## config.mk

```make
export PLATFORM = sky130hd
export DESIGN_NAME = bytes_to_bits_seq
export DESIGN_NICKNAME = d
export VERILOG_FILES = /design/src/rtl/bytes_to_bits_seq.sv
export SDC_FILE = /design/constraint.sdc
export NUM_CORES = 1
export LEC_CHECK = 0
export CAP_MARGIN = 40
export CORE_MARGIN = 2
export CORE_UTILIZATION = 46
export CTS_CLUSTER_SIZE = 40
export DETAILED_ROUTE_END_ITERATION = 6
export PLACE_DENSITY = 0.74
export REMOVE_ABC_BUFFERS = 1
export SLEW_MARGIN = 15
export SYNTH_ARGS = -nofsm -noshare
export SYNTH_HDL_FRONTEND = slang
export SYNTH_SLANG_ARGS = --single-unit
```

## constraint.sdc

```tcl
create_clock -name clk -period 5.2 [get_ports clk]
set_input_delay 1.3 -clock clk [delete_from_list [all_inputs] [get_ports clk]]
set_output_delay 1.3 -clock clk [all_outputs]
set_load 0.01 [all_outputs]
```

## src/rtl/bytes_to_bits_seq.sv

```systemverilog
// Byte-stream to LSB-first bit-stream controller for Kyber byte-to-bit conversion.
// Optional bit_idx output is enabled by defining BYTES_TO_BITS_SEQ_BITIDX_EN.
module bytes_to_bits_seq #(
    parameter int MAX_BYTES = 256,
    parameter int LEN_W     = $clog2(MAX_BYTES) + 1
) (
    input  logic             clk,
    input  logic             rst_n,
    input  logic             start,
    input  logic [LEN_W-1:0] len,
    output logic             busy,
    input  logic             byte_valid,
    input  logic [7:0]       byte_data,
    output logic             byte_ready,
    output logic             bit_valid,
    output logic             bit_data,
    input  logic             bit_ready,
    output logic             bit_last,
    output logic             done
`ifdef BYTES_TO_BITS_SEQ_BITIDX_EN
    ,
    output logic [LEN_W+2:0] bit_idx
`endif
);

    typedef enum logic [1:0] {
        S_IDLE,
        S_FETCH,
        S_SHIFT,
        S_DONE
    } state_t;

    state_t           r_state;
    state_t           w_next;
    logic [LEN_W-1:0] r_bytes_left;
    logic [2:0]       r_bit_cnt;
    logic [7:0]       r_sreg;
    logic [LEN_W-1:0] w_len_cap;
    logic             w_byte_hs;
    logic             w_bit_hs;
    logic             w_cnt_end;

    assign w_len_cap = (len > LEN_W'(MAX_BYTES)) ? LEN_W'(MAX_BYTES) : len;
    assign w_byte_hs = (r_state == S_FETCH) && byte_valid;
    assign w_bit_hs  = (r_state == S_SHIFT) && bit_ready;
    assign w_cnt_end = (r_bit_cnt == 3'd7);

    always_ff @(posedge clk or negedge rst_n) begin
        if (!rst_n) begin
            r_state <= S_IDLE;
        end else begin
            r_state <= w_next;
        end
    end

    always_comb begin
        w_next = r_state;
        unique case (r_state)
            S_IDLE: begin
                if (start) begin
                    w_next = (w_len_cap == '0) ? S_DONE : S_FETCH;
                end
            end
            S_FETCH: begin
                if (w_byte_hs) begin
                    w_next = S_SHIFT;
                end
            end
            S_SHIFT: begin
                if (w_bit_hs && w_cnt_end) begin
                    w_next = (r_bytes_left != '0) ? S_FETCH : S_DONE;
                end
            end
            S_DONE: begin
                w_next = S_IDLE;
            end
            default: w_next = S_IDLE;
        endcase
    end

    // FETCH is only entered with bytes_left nonzero, so the decrement never wraps.
    always_ff @(posedge clk or negedge rst_n) begin
        if (!rst_n) begin
            r_bytes_left <= '0;
            r_bit_cnt    <= '0;
            r_sreg       <= '0;
        end else begin
            if ((r_state == S_IDLE) && start) begin
                r_bytes_left <= w_len_cap;
            end
            if (w_byte_hs) begin
                r_sreg       <= byte_data;
                r_bit_cnt    <= '0;
                r_bytes_left <= r_bytes_left - LEN_W'(1);
            end
            if (w_bit_hs) begin
                r_sreg    <= {1'b0, r_sreg[7:1]};
                r_bit_cnt <= r_bit_cnt + 3'd1;
            end
        end
    end

    always_comb begin
        busy       = 1'b0;
        byte_ready = 1'b0;
        bit_valid  = 1'b0;
        bit_data   = 1'b0;
        bit_last   = 1'b0;
        done       = 1'b0;
        unique case (r_state)
            S_IDLE: begin
            end
            S_FETCH: begin
                busy       = 1'b1;
                byte_ready = 1'b1;
            end
            S_SHIFT: begin
                busy      = 1'b1;
                bit_valid = 1'b1;
                bit_data  = r_sreg[0];
                bit_last  = w_cnt_end && (r_bytes_left == '0);
            end
            S_DONE: begin
                busy = 1'b1;
                done = 1'b1;
            end
            default: begin
            end
        endcase
    end

`ifdef BYTES_TO_BITS_SEQ_BITIDX_EN
    logic [LEN_W-1:0] r_len_cap;
    logic [LEN_W-1:0] w_byte_no;

    always_ff @(posedge clk or negedge rst_n) begin
        if (!rst_n) begin
            r_len_cap <= '0;
        end else if ((r_state == S_IDLE) && start) begin
            r_len_cap <= w_len_cap;
        end
    end

    // bytes_left has already been decremented for the byte being shifted.
    assign w_byte_no = r_len_cap - r_bytes_left - LEN_W'(1);
    assign bit_idx   = (r_state == S_SHIFT) ? {w_byte_no, r_bit_cnt} : '0;
`endif

endmodule
```

# Yosys cells after proc, flatten, opt, wreduce, memory -nomap -nowiden
# Index checks and enable logic that the tools add are counted.
# word_totals
register_bits	22
inputBits	22
out_inout_bits	6
elab_cells	46
# classes
add_sub_neg	2
n_lt_le_gt_ge	1
n_eq_ne	7
mux	19
reduce_logical	13
# ops
op	n
$mux W9	3
$logic_not A9 Y1	2
$mux W8	2
$mux W2	5
$gt A9 B9 Y1 const B	1
$reduce_bool A9 Y1	1
$sub A9 B1 Y9 const B	1
$pmux W2 S4	1
$mux W1	6
$mux W3	2
$logic_and A1 B1 Y1	5
$eq A2 B2 Y1 const B	2
$ne A2 B2 Y1 const B	2
$reduce_bool A2 Y1	2
$add A3 B1 Y3 const B	1
$eq A3 B3 Y1 const B	1
$reduce_and A3 Y1	1
$reduce_or A3 Y1	1
$eq A2 B1 Y1 const B	1
$logic_not A2 Y1	1
$ne A2 B1 Y1 const B	1

# Depth between registers and ports, before layout
# depth
depth_word	6
depth_mapped	7
depth_no_buf	6

# Least setup slack after synthesis
# OpenSTA, ideal clock, no wires.
# synth_timing
path_type	register to output
start	register r_bytes_left[2]
end	output bit_last
arrival_ns	1.620
t_required_ns	3.900
path_slack_ns	2.280
path_stages_with_launch	5
path_buffers	0
path_cell_list	dfrtp_1 > or4_1 > nor4b_2 > and3_1 > and2_1
# synth_between
elab_chain_len	3
# synth_rtl
element	line_no	text
start, declared	35	logic [LEN_W-1:0] r_bytes_left;
start signal, assigned	89	r_bytes_left <= w_len_cap;
start signal, assigned	94	r_bytes_left <= r_bytes_left - LEN_W'(1);
$logic_not A9 Y1	121	bit_last = w_cnt_end && (r_bytes_left == '0);
$logic_and A1 B1 Y1	121	
$mux W1	110	unique case (r_state)
end, declared	18	output logic bit_last,
# Every way passes these cells.

# Worst setup path after layout
# Same ends and word-level chain as after synthesis.

==> metrics.md <==
| Metric | Value |
|---|---|
| Status | `finished, final reports clean` |
| Clock sinks | `22` |
| Die width | `55.6 µm` |
| Drt first pass iters | `5` |
| Max Fanout on Critical Path | `6` |
| Clock buffer depth | `2` |
| Fin cells | `184` |
| Switching Fraction | `37.0%` |
| Max-cap viol count | `0` |
| Achievable Freq | `256 MHz` |
| RSZ-0062 raised after global routing | `false` |
| Worst R2R Setup Slack | `3.34 ns` |
| Setup Skew | `0.0159 ns` |
| Ports | `28` |
| Skew-Pair Late Insertion Delay | `0.32 ns` |
| Gr usage total | `19.3%` |
| Gate count after technology mapping | `128` |
| CP Capture Type | `output port` |
| CTS tree | `yes` |
| Inserted Clock Buffers | `3` |
| Power density over the cells | `485 nW/µm²` |
| Overflow after GRT | `0` |
| Final worst path period need | `3.91 ns` |
| Antenna Nets Post-Route | `0` |
| Initial antenna violation count | `0` |
| Clk network pwr share | `17.5%` |
| First-pass GRT wire length | `4800 µm` |
| Share of the synthesized area in the top cell type | `45.0%` |
| Root Buffer | `clkbuf_4` |
| Worst-Margin Slew | `0.766 ns` |
| Worst vdd ir | `0.274 mV` |
| Hold Violations, Final | `0` |
| Hold Crit Class | `flop to flop` |
| Post-synth EDFFs | `0` |
| Seq pwr share | `40.5%` |
| Final wirelength | `2780 µm` |
| Port Buffers | `27` |
| Core area | `2500 µm²` |
| Syn Area/Cell | `9.55 µm²` |
| Layout net count | `180` |
| DRT iter0 DRCs | `33` |
| Register area share after synthesis | `45.0%` |
| Share of cells above drive strength 1 | `6.49%` |
| Relative slew slack | `48.8%` |
| Synth area leaders | `dfrtp_1, o21ai_0, mux2i_1, nand2_1, ha_1` |
| Yosys warning total | `0` |
| Main synth FF type | `dfrtp_1` |
| Post-CTS setup buffer count | `0` |
| Hpwl dp | `2080 µm` |
| Vias in the first global route | `1,048` |
| Row Count | `18` |
| Ant. Diodes | `0` |
| Area leader, netlist | `dfrtp_1` |
| Placed Cells | `180` |
| Die height | `55.6 µm` |
| Crit path arrival time | `2.61 ns` |
| Ys async rst share | `100%` |
| Sum Neg Setup Slack | `0 ns` |
| Startpoint types | `flop` |
| Drc violations | `0` |
| Switch Pwr | `0.281 mW` |
| Total leakage power | `0.697 nW` |
| Vias per Instance | `5.87` |
| Starting Density | `48.9%` |
| Synthesis-stage register bit count | `22` |
| Via count | `1,080` |
| Critical path class | `flop to output port` |
| Slew Limit Fails | `0` |
| CTS H-tree lvls | `1` |
| DR WL/cell | `15.1 µm` |
| Largest net degree at the start of global routing | `20` |
| Worst-path clk slew | `0.13 ns` |
| Unique masters post-synth | `38` |
| Final period util | `75.2%` |
| Final Wtd Congestion | `0.926` |
| Cell-internal power | `0.480 mW` |
| Die ar. | `3090 µm²` |
| Logic pwr share | `42.0%` |
| P&R area growth vs syn | `28.5%` |
| Cts repair resizes | `0` |
| Final setup fails | `0` |
| Hold buffers post-CTS | `0` |
| WP data required | `3.90 ns` |
| Cell area after synthesis | `1220 µm²` |
-- flip-flops by register name, indices dropped and copies added, names as in the netlist --
register,cells
r_state,2
r_bit_cnt,3
r_bytes_left,9
r_sreg,8
-- power groups by stage --
stage | Clock (mW) | Sequential (mW) | Combinational, mW
floorplan | 0 | 0.292 | 0.217
global placement | 0 | 0.305 | 0.308
detailed placement | 0 | 0.310 | 0.320
CTS | 0.136 | 0.306 | 0.323
global route | 0.145 | 0.320 | 0.361
finish | 0.133 | 0.308 | 0.320
-- worst max-delay path, stage by stage, from the launching register on --
cell	delay (ns)
dfrtp_1	0.46
or4_1	0.62
nor4b_2	0.34
and3_1	0.22
and2_1	0.12
clkdlybuf4s50_1	0.53
-- synth_stat cells, types with 3 or more instances --
| cell type | instances |
|---|---|
| buf_2 | 4 |
| o21ai_0 | 17 |
| mux2i_1 | 8 |
| a22o_1 | 3 |
| dfrtp_1 | 22 |
| and2_1 | 4 |
| nor2_1 | 6 |
| inv_1 | 5 |
| nand2_1 | 12 |
| or4_1 | 3 |
| a21oi_1 | 7 |
| ha_1 | 3 |
-- worst paths after layout --
check / startpoint / endpoint / cells after the start
min in group asynchronous: rst_n / r_state[0]$_DFFE_PN0P_ / 1
worst min-delay path: r_sreg[3]$_DFFE_PN0P_ / r_sreg[2]$_DFFE_PN0P_ / 2
max in group asynchronous: rst_n / r_sreg[3]$_DFFE_PN0P_ / 2
worst max register to register: r_state[1]$_DFFE_PN0P_ / r_bit_cnt[0]$_DFFE_PN0P_ / 4
worst min register to register: r_sreg[3]$_DFFE_PN0P_ / r_sreg[2]$_DFFE_PN0P_ / 2
worst max-delay path: r_bytes_left[2]$_DFFE_PN0P_ / bit_last / 5
-- cell families after synthesis --
family | share of synthesized area (%)
XOR/XNOR | 0.717
AND/OR/NAND/NOR | 20.1
adder cells (fa/ha/maj) | 3.07
AO/OA/AOI/OAI | 19.9
flip-flops | 45.0
multiplexers | 7.47
buffers and inverters | 3.79
-- layer usage --
layer	GRT usage, %	routed length [µm]	vias to the layer above
met5	0	0	-
met2	29.3	1300	40
met1	27.6	1290	517
met3	3.75	165	2
li1	-	-	521
met4	6.62	17	0
-- layout by cell type (no fill, tap or decap), types with 2 or more instances in the layout --
master | synthesis | routed
ha_1 | 3 | 3
o211ai_1 | 2 | 2
nor3_1 | 2 | 2
mux2i_1 | 8 | 8
or4_1 | 3 | 3
o21ai_0 | 17 | 17
nor2b_1 | 2 | 2
nand3b_1 | 2 | 2
nor2_1 | 6 | 6
inv_1 | 5 | 5
dfrtp_1 | 22 | 22
a22o_1 | 3 | 3
clkbuf_4 | 0 | 3
nor3b_1 | 2 | 2
nand2_1 | 12 | 12
and2_1 | 4 | 4
a21oi_1 | 7 | 7
clkdlybuf4s50_1 | 0 | 27
and3_1 | 2 | 2
a22oi_1 | 2 | 2
-- metrics by stage --
step                util, %  total power [mW]  instance area (µm²)  setup slack, ns  hold WS, ns
CTS                    62.8             0.765                 1570             1.29        0.509
detailed placement     60.7             0.629                 1520             1.67        0.490
floorplan                 -             0.509                 1190             2.28        0.450
global placement       60.1             0.613                 1500             1.72        0.461
finish                 62.8             0.761                 1570             1.29        0.497
global route           62.8             0.826                 1570             1.13        0.531
-- layout make-up --
cell class / instances / area (µm²)
Fill cell: 223 / 930
Clock inverter: 1 / 30.0
Clock buffer: 3 / 22.5
Tap cell: 30 / 37.5
Timing Repair Buffer: 28 / 285
Sequential cell: 22 / 551
Inverter: 5 / 18.8
Multi-Input combinational cell: 95 / 626
Power figures use the tool's default switching activity.
